### config.mk
export PLATFORM = sky130hd
export DESIGN_NAME = bus_hold_arbiter
export DESIGN_NICKNAME = d
export VERILOG_FILES = /design/src/rtl/bus_hold_arbiter.sv
export SDC_FILE = /design/constraint.sdc
export NUM_CORES = 1
export LEC_CHECK = 0
export CAP_MARGIN = 30
export CELL_PAD_IN_SITES_DETAIL_PLACEMENT = 1
export CELL_PAD_IN_SITES_GLOBAL_PLACEMENT = 1
export CORE_UTILIZATION = 37
export CTS_BUF_LIST = sky130_fd_sc_hd__clkbuf_4 sky130_fd_sc_hd__clkbuf_8 sky130_fd_sc_hd__clkbuf_16
export DETAILED_ROUTE_END_ITERATION = 10
export GPL_TIMING_DRIVEN = 0
export PLACE_DENSITY = 0.77
export SLEW_MARGIN = 25
export SYNTH_ARGS = -nofsm -noshare
export SYNTH_HDL_FRONTEND = slang
export SYNTH_SLANG_ARGS = --single-unit
### constraint.sdc
create_clock -name clk -period 2.9 [get_ports clk]
set_input_delay 0.29 -clock clk [delete_from_list [all_inputs] [get_ports clk]]
set_output_delay 0.29 -clock clk [all_outputs]
set_load 0.05 [all_outputs]
### src/rtl/bus_hold_arbiter.sv
// Arbitrates the 8088 local bus between the CPU and two external masters (refresh, DMA)
// via hold/hlda. Optional per-grant watchdog enabled by defining ARB_WATCHDOG_EN.
module bus_hold_arbiter #(
    parameter int unsigned SETTLE_CYC = 2,
    parameter int unsigned DEAD_CYC   = 1,
    parameter int unsigned MAX_GRANT  = 64
) (
    input  logic       clk,
    input  logic       rst,
    input  logic [1:0] req_i,
    input  logic       hlda_i,
    output logic       hold_o,
    output logic [1:0] gnt_o,
    output logic       aen_o,
    output logic [1:0] owner_o,
    output logic       wd_err_o
);

    localparam int unsigned CntMax = (SETTLE_CYC > DEAD_CYC) ? SETTLE_CYC : DEAD_CYC;
    localparam int unsigned CntW   = (CntMax > 1) ? $clog2(CntMax) : 1;
    localparam logic [CntW-1:0] SettleLast = CntW'(SETTLE_CYC - 1);
    localparam logic [CntW-1:0] DeadLast   = CntW'(DEAD_CYC - 1);

    if (SETTLE_CYC < 1 || DEAD_CYC < 1 || MAX_GRANT < 1) begin : g_bad_param
        $error("bus_hold_arbiter: SETTLE_CYC, DEAD_CYC and MAX_GRANT must be >= 1");
    end

    typedef enum logic [2:0] {
        StIdle,
        StHreq,
        StSettle,
        StGrant,
        StDead,
        StDrop
    } state_e;

    state_e          state_q, state_d;
    logic [CntW-1:0] cnt_q, cnt_d;
    logic            sel_q, sel_d;
    logic            chained_q, chained_d;
    logic            wd_hit;

    always_ff @(posedge clk or negedge rst) begin
        if (!rst) begin
            state_q   <= StIdle;
            cnt_q     <= '0;
            sel_q     <= 1'b0;
            chained_q <= 1'b0;
        end else begin
            state_q   <= state_d;
            cnt_q     <= cnt_d;
            sel_q     <= sel_d;
            chained_q <= chained_d;
        end
    end

    always_comb begin
        state_d   = state_q;
        cnt_d     = cnt_q;
        sel_d     = sel_q;
        chained_d = chained_q;
        unique case (state_q)
            StIdle: begin
                // A still-high hlda means the CPU has not yet taken the bus back.
                if ((req_i != 2'b00) && !hlda_i) begin
                    state_d = StHreq;
                end
            end
            StHreq: begin
                if (hlda_i) begin
                    state_d = StSettle;
                    cnt_d   = '0;
                end
            end
            StSettle: begin
                if (cnt_q == SettleLast) begin
                    cnt_d     = '0;
                    chained_d = 1'b0;
                    if (req_i[0]) begin
                        sel_d   = 1'b0;
                        state_d = StGrant;
                    end else if (req_i[1]) begin
                        sel_d   = 1'b1;
                        state_d = StGrant;
                    end else begin
                        state_d = StDrop;
                    end
                end else begin
                    cnt_d = cnt_q + 1'b1;
                end
            end
            StGrant: begin
                if (!req_i[sel_q] || wd_hit) begin
                    state_d = StDead;
                    cnt_d   = '0;
                end
            end
            StDead: begin
                if (cnt_q == DeadLast) begin
                    // Only the other requester may follow, and only once per hold.
                    if (!chained_q && req_i[~sel_q]) begin
                        sel_d     = ~sel_q;
                        chained_d = 1'b1;
                        state_d   = StGrant;
                    end else begin
                        state_d = StDrop;
                    end
                end else begin
                    cnt_d = cnt_q + 1'b1;
                end
            end
            StDrop: begin
                if (!hlda_i) begin
                    state_d = StIdle;
                end
            end
            default: state_d = StIdle;
        endcase
    end

`ifdef ARB_WATCHDOG_EN
    localparam int unsigned WdW = (MAX_GRANT > 1) ? $clog2(MAX_GRANT) : 1;

    logic [WdW-1:0] wd_cnt_q, wd_cnt_d;
    logic           wd_err_q;

    assign wd_hit = (state_q == StGrant) && (wd_cnt_q == WdW'(MAX_GRANT - 1));

    // Held at zero outside GRANT so every grant starts a fresh count.
    always_comb begin
        wd_cnt_d = '0;
        if (state_q == StGrant) begin
            wd_cnt_d = wd_cnt_q + 1'b1;
        end
    end

    always_ff @(posedge clk or negedge rst) begin
        if (!rst) begin
            wd_cnt_q <= '0;
            wd_err_q <= 1'b0;
        end else begin
            wd_cnt_q <= wd_cnt_d;
            wd_err_q <= wd_hit;
        end
    end

    assign wd_err_o = wd_err_q;
`else
    assign wd_hit   = 1'b0;
    assign wd_err_o = 1'b0;
`endif

    always_comb begin
        hold_o = (state_q == StHreq) || (state_q == StSettle) ||
                 (state_q == StGrant) || (state_q == StDead);
        aen_o  = (state_q == StSettle) || (state_q == StGrant) || (state_q == StDead);
        gnt_o  = 2'b00;
        if (state_q == StGrant) begin
            gnt_o = sel_q ? 2'b10 : 2'b01;
        end
        owner_o = gnt_o;
    end

endmodule

Yosys cells after proc, flatten, opt, wreduce, memory -nomap -nowiden
Index checks and enable logic that the tools add are counted.
{"block": "classes", "addsub": 1, "n_mul": 0, "n_mux": 31, "n_bitwise": 1, "n_reduce_logical": 17, "n_eq_ne": 13, "shift": 0, "n_div": 0, "magnitude_cmp": 2}
{"operator": "2-to-1 mux 3 bit", "count": 9}
{"operator": "case mux 3 bit (6 select lines)", "count": 1}
{"operator": "2-to-1 mux 1 bit", "count": 16}
{"operator": "inequality test 2 bit (second input constant)", "count": 7}
{"operator": "== test 3 x 2 -> 1 bit (second input constant)", "count": 2}
{"operator": "== test 3 bit (second input constant)", "count": 2}
{"operator": "AND reduction 6 bit", "count": 1}
{"operator": "logical OR 1 bit", "count": 5}
{"operator": "AND reduction 5 bit", "count": 1}
{"operator": "less-than comparator 1 x 2 -> 1 bit (second input constant)", "count": 2}
{"operator": "2-to-1 mux 2 bit", "count": 2}
{"operator": "case mux 1 bit (2 select lines)", "count": 2}
{"operator": "case mux 1 bit (4 select lines)", "count": 1}
{"operator": "AND reduction 4 bit", "count": 1}
{"operator": "nonzero test 2 bit", "count": 2}
{"operator": "nonzero test 4 bit", "count": 1}
{"operator": "== test 3 x 1 -> 1 bit (second input constant)", "count": 1}
{"operator": "zero test 3 bit", "count": 1}
{"operator": "inequality test 3 bit (second input constant)", "count": 1}
{"operator": "AND reduction 3 bit", "count": 1}
{"operator": "logical AND 1 bit", "count": 2}
{"operator": "zero test 1 bit", "count": 2}
{"operator": "adder 1 bit (second input constant)", "count": 1}
{"operator": "NOT 1 bit", "count": 1}
{"block": "totals", "latch_bits": 0, "mem_count": 0, "mem_bits_ro": 0, "ram_bits": 0, "wordCells": 69, "register_bits": 6, "in_bits": 5, "output_inout_bits": 7}

Depth between registers and ports, before layout
{"block": "logic_depth", "ltp_word": 7, "ltp_mapped": 5, "mapped_depth_nobuf": 4}

Worst setup path before layout
OpenSTA, ideal clock, no wires.
{"block": "synth_timing", "kind": "flip-flop to output port", "start": "register state_q[2]", "end": "output port owner_o[1]", "n_path_buf": 1, "t_required_ns": 2.610, "t_arrival_ns": 1.667, "path_slack_ns": 0.943, "path_stages_with_launch": 4, "cell_sequence": "dfrtp_1 -> nand3b_1 -> nor2_1 -> buf_4"}
{"block": "synth_between", "elab_chain_cells": 2}
{"item": "from (decl)", "line": "37", "source": "state_e state_q, state_d;"}
{"item": "from (signal assigned)", "line": "45", "source": "state_q <= StIdle;"}
{"item": "from (signal assigned)", "line": "50", "source": "state_q <= state_d;"}
{"item": "== test 3 x 2 -> 1 bit", "line": "158", "source": "if (state_q == StGrant) begin"}
{"item": "2-to-1 mux 2 bit", "line": "158"}
{"item": "to (decl)", "line": "15", "source": "output logic [1:0] owner_o,"}
Every way passes these cells.

Final worst setup path
{"block": "layout_timing", "start": "register state_q[1]", "end": "output port aen_o"}
{"block": "layout_between", "elab_chain_cells": 3, "word_cells_on_any_way": 5, "cone_classes": "eq/ne: 3; reduce/logical: 2"}
{"item": "== test 3 x 2 -> 1 bit", "line": "156", "source": "aen_o = (state_q == StSettle) || (state_q == StGrant) || (state_q == StDead);"}
{"item": "logical OR 1 bit", "line": "156"}
{"item": "logical OR 1 bit *", "line": "156"}
{"item": "to (decl)", "line": "14", "source": "output logic aen_o,"}
Every way passes the cells marked *; elsewhere a longest branch is shown, timed or not.

==> PnR_summary.wiki <==
{| class="wikitable"
! Metric !! Value
|-
| Run status || completed
|-
| Share of the core filled with cells || 0.520
|-
| Via count of the first global-routing pass || 524
|-
| Count of final setup violators || 0
|-
| Worst-case setup margin in the final layout || 393 ps
|-
| Capturing element type of the critical path || output pin
|-
| Final worst path period share || 0.865
|-
| DRC viols || 0
|-
| Number of buffers created by CTS || 3
|-
| I/O Buffers || 10
|-
| Transition time of the tightest slew-check pin || 506 ps
|-
| Worst clock skew on the final layout || 2.11 ps
|-
| Clock tree from TritonCTS || yes
|-
| DRC violation total after the first TritonRoute iteration || 20
|-
| Worst-path clk slew || 40 ps
|-
| Dominant cell type by area after synthesis || dfrtp_1
|-
| Final hold violation count || 0
|-
| Syn Nets || 78
|-
| Core Region || 0.00137 mm²
|-
| Hold buffer count at cts || 0
|-
| Most common library cell in the layout ignoring fill and taps || clkdlybuf4s50_1
|-
| Worst setup path startpoint || state_q[1]$_DFFE_PN0P_
|-
| Worst endpoint data arrival time || 2220 ps
|-
| Post-CTS Repair Setup Buffers || 0
|-
| Die Ht || 41.2 µm
|-
| Most frequent cells in the layout || 10 x clkdlybuf4s50_1, 9 x o21ai_0, 8 x nor2_1, 6 x dfrtp_1, 4 x inv_1
|-
| Sink count of the clock tree || 6
|-
| Mapped Avg Cell Area || 7.80 µm²
|-
| Wire per inst || 15.5 µm
|-
| Final Power || 0.866 mW
|-
| Via/cell ratio || 5.62
|-
| Total vias in the final route || 568
|-
| Detail Route Antenna Nets || 0
|-
| Required time worst endpoint || 2610 ps
|-
| Number of antenna violations at the first check in global routing || 0
|-
| Global-route usage over all layers || 0.209
|-
| CTS max path bufs || 2
|-
| RSZ-0062 raised after global routing || no
|-
| Clock insertion delay at the later pin of the skew report || 230 ps
|-
| Startpoint types || register
|-
| Reg-to-reg setup timing slack || 1340 ps
|-
| Deepest level of the CTS H-tree || 1
|-
| Total of max-cap violations || 0
|-
| Startpoint of the lowest-slack register-to-register path || state_q[2]$_DFFE_PN0P_
|-
| Buffer cell driving the clock tree root || clkbuf_4
|-
| Sum of negative setup slack || 0 ps
|-
| Share of layout cells above drive strength 1 || 0.140
|-
| Number of warnings printed during yosys synthesis || 0
|-
| Largest cells by area after synthesis || dfrtp_1 26%, o21ai_0 7.9%, mux2i_1 5.3%
|-
| Final count of pins violating max slew || 0
|-
| Cell Pwr Density || 1220 mW/mm²
|-
| Worst slack at placement || 631 ps
|-
| Critical path fanouts, max || 10
|-
| GR Overflow Total || 0
|-
| Io pins || 12
|-
| Worst slew margin || 0.661
|-
| Site row count || 13
|-
| Initial Util || 0.417
|-
| Layout Area Growth over Synthesis || 24.8%
|-
| Weighted congestion at the end of routability-driven global placement || 0.823
|-
| Maximum clock frequency || 399 MHz
|-
| Depth of the worst register-to-register path || 3
|-
| Flip-flop and latch count after synthesis || 6
|-
| Synthesized area || 569 µm²
|-
| Global-route wire length before repair || 2330 µm
|-
| Count of unique library cells instantiated by Yosys || 37
|-
| Number of instances resized during post-cts repair || 0
|-
| Fraction of the yosys area taken by sequential cells || 0.264
|-
| Maximum number of pins on one net before global-route repair || 11
|-
| Die outline area || 0.00170 mm²
|-
| Final min period || 2510 ps
|-
| Drt first pass iters || 4
|-
| Instance count of the mapped netlist || 73
|-
| Critical path type || reg -> out
|-
| Die X || 41.2 µm
|-
| DPL Wire Length || 1210 µm
|-
| Min-Delay Path Class || in -> async
|-
| Reg-to-reg critical path endpoint || cnt_q$_DFFE_PN0P_
|-
| Net total in the final layout || 93
|-
| Count of antenna diodes in the layout || 0
|-
| Fraction of synthesized cell area taken by the top area cell type || 0.264
|-
| Static Leak || 0.280 nW
|-
| Total wirelength of the detailed-routed design || 1570 µm
|-
| Highest ir drop seen on vdd || 709 µV
|}
[cell families (layout without fill, tap and decap cells)]
| logic type | Yosys count | in the layout | share of synthesized area |
|---|---|---|---|
| other | 1 | 1 | 0.00659 |
| AO/OA/AOI/OAI | 25 | 25 | 0.299 |
| AND/OR/NAND/NOR | 25 | 25 | 0.244 |
| XOR/XNOR | 1 | 1 | 0.0154 |
| flip-flops | 6 | 6 | 0.264 |
| buffers and inverters | 12 | 25 | 0.119 |
| multiplexers | 3 | 3 | 0.0527 |
[through the flow]
| stage | hold slack, ps | area, µm² | instances |
|---|---|---|---|
| floorplan | -5.59 | 569 | 73 |
| global placement | 538 | 688 | 98 |
| detailed placement | 541 | 688 | 98 |
| CTS | 284 | 711 | 101 |
| global route | 313 | 711 | 101 |
| finish | 285 | 711 | 101 |
[area by class of cell]
class / count / area, µm²
multi-input cells: 55 / 352
clock buffers: 3 / 22.5
repair buffers: 10 / 100
well taps: 15 / 18.8
flip-flops and latches: 6 / 150
fillers: 167 / 656
inverters: 4 / 15.0
plain buffers: 8 / 52.6
[registers in the layout, indices dropped and copies added (netlist names)]
name	cells
chained_q	1
sel_q	1
cnt_q	1
state_q	3
[synth_stat cells (all sizes together)]
cell     number
or4b          1
xnor2         1
or2           2
o21ai        10
a2111oi       1
mux2i         3
a211oi        2
or2b          1
inv           4
a221o         1
a311o         1
and3b         1
a21boi        1
dfrtp         6
a21oi         2
conb          1
and2b         1
o2111ai       1
and2          1
a2bb2oi       1
nor2b         1
nand2b        2
nand3b        1
nor4          1
nor3b         1
o21a          1
a311oi        1
nor3          1
nand2         3
nor2          8
clkbuf        1
buf           7
a31oi         3
[routing by layer]
layer  GRT usage  routed length (µm)
met4      0.0726                   0
met1       0.297                 832
met3           0                  43
met5           0                   0
met2       0.336                 693
[worst max-delay path: stages, from the launching register on]
cell	delay [ps]
dfrtp_1	420
clkbuf_1	360
inv_1	160
mux2i_1	200
clkdlybuf4s50_1	840
[power breakdown]
group	internal, mW	total [mW]	switching (mW)
Clock	0.0465	0.0719	0.0254
Combinational	0.235	0.632	0.397
Sequential	0.123	0.162	0.0385
Total	0.405	0.866	0.461
[worst max path at each step]
stage | to | cells past startpoint
after floorplan | owner_o[1] | 3
after global placement | aen_o | 4
after detailed placement | aen_o | 4
after CTS | aen_o | 4
after global routing | aen_o | 4
final | aen_o | 4
Note: power is estimated with default switching activity, not from simulation.
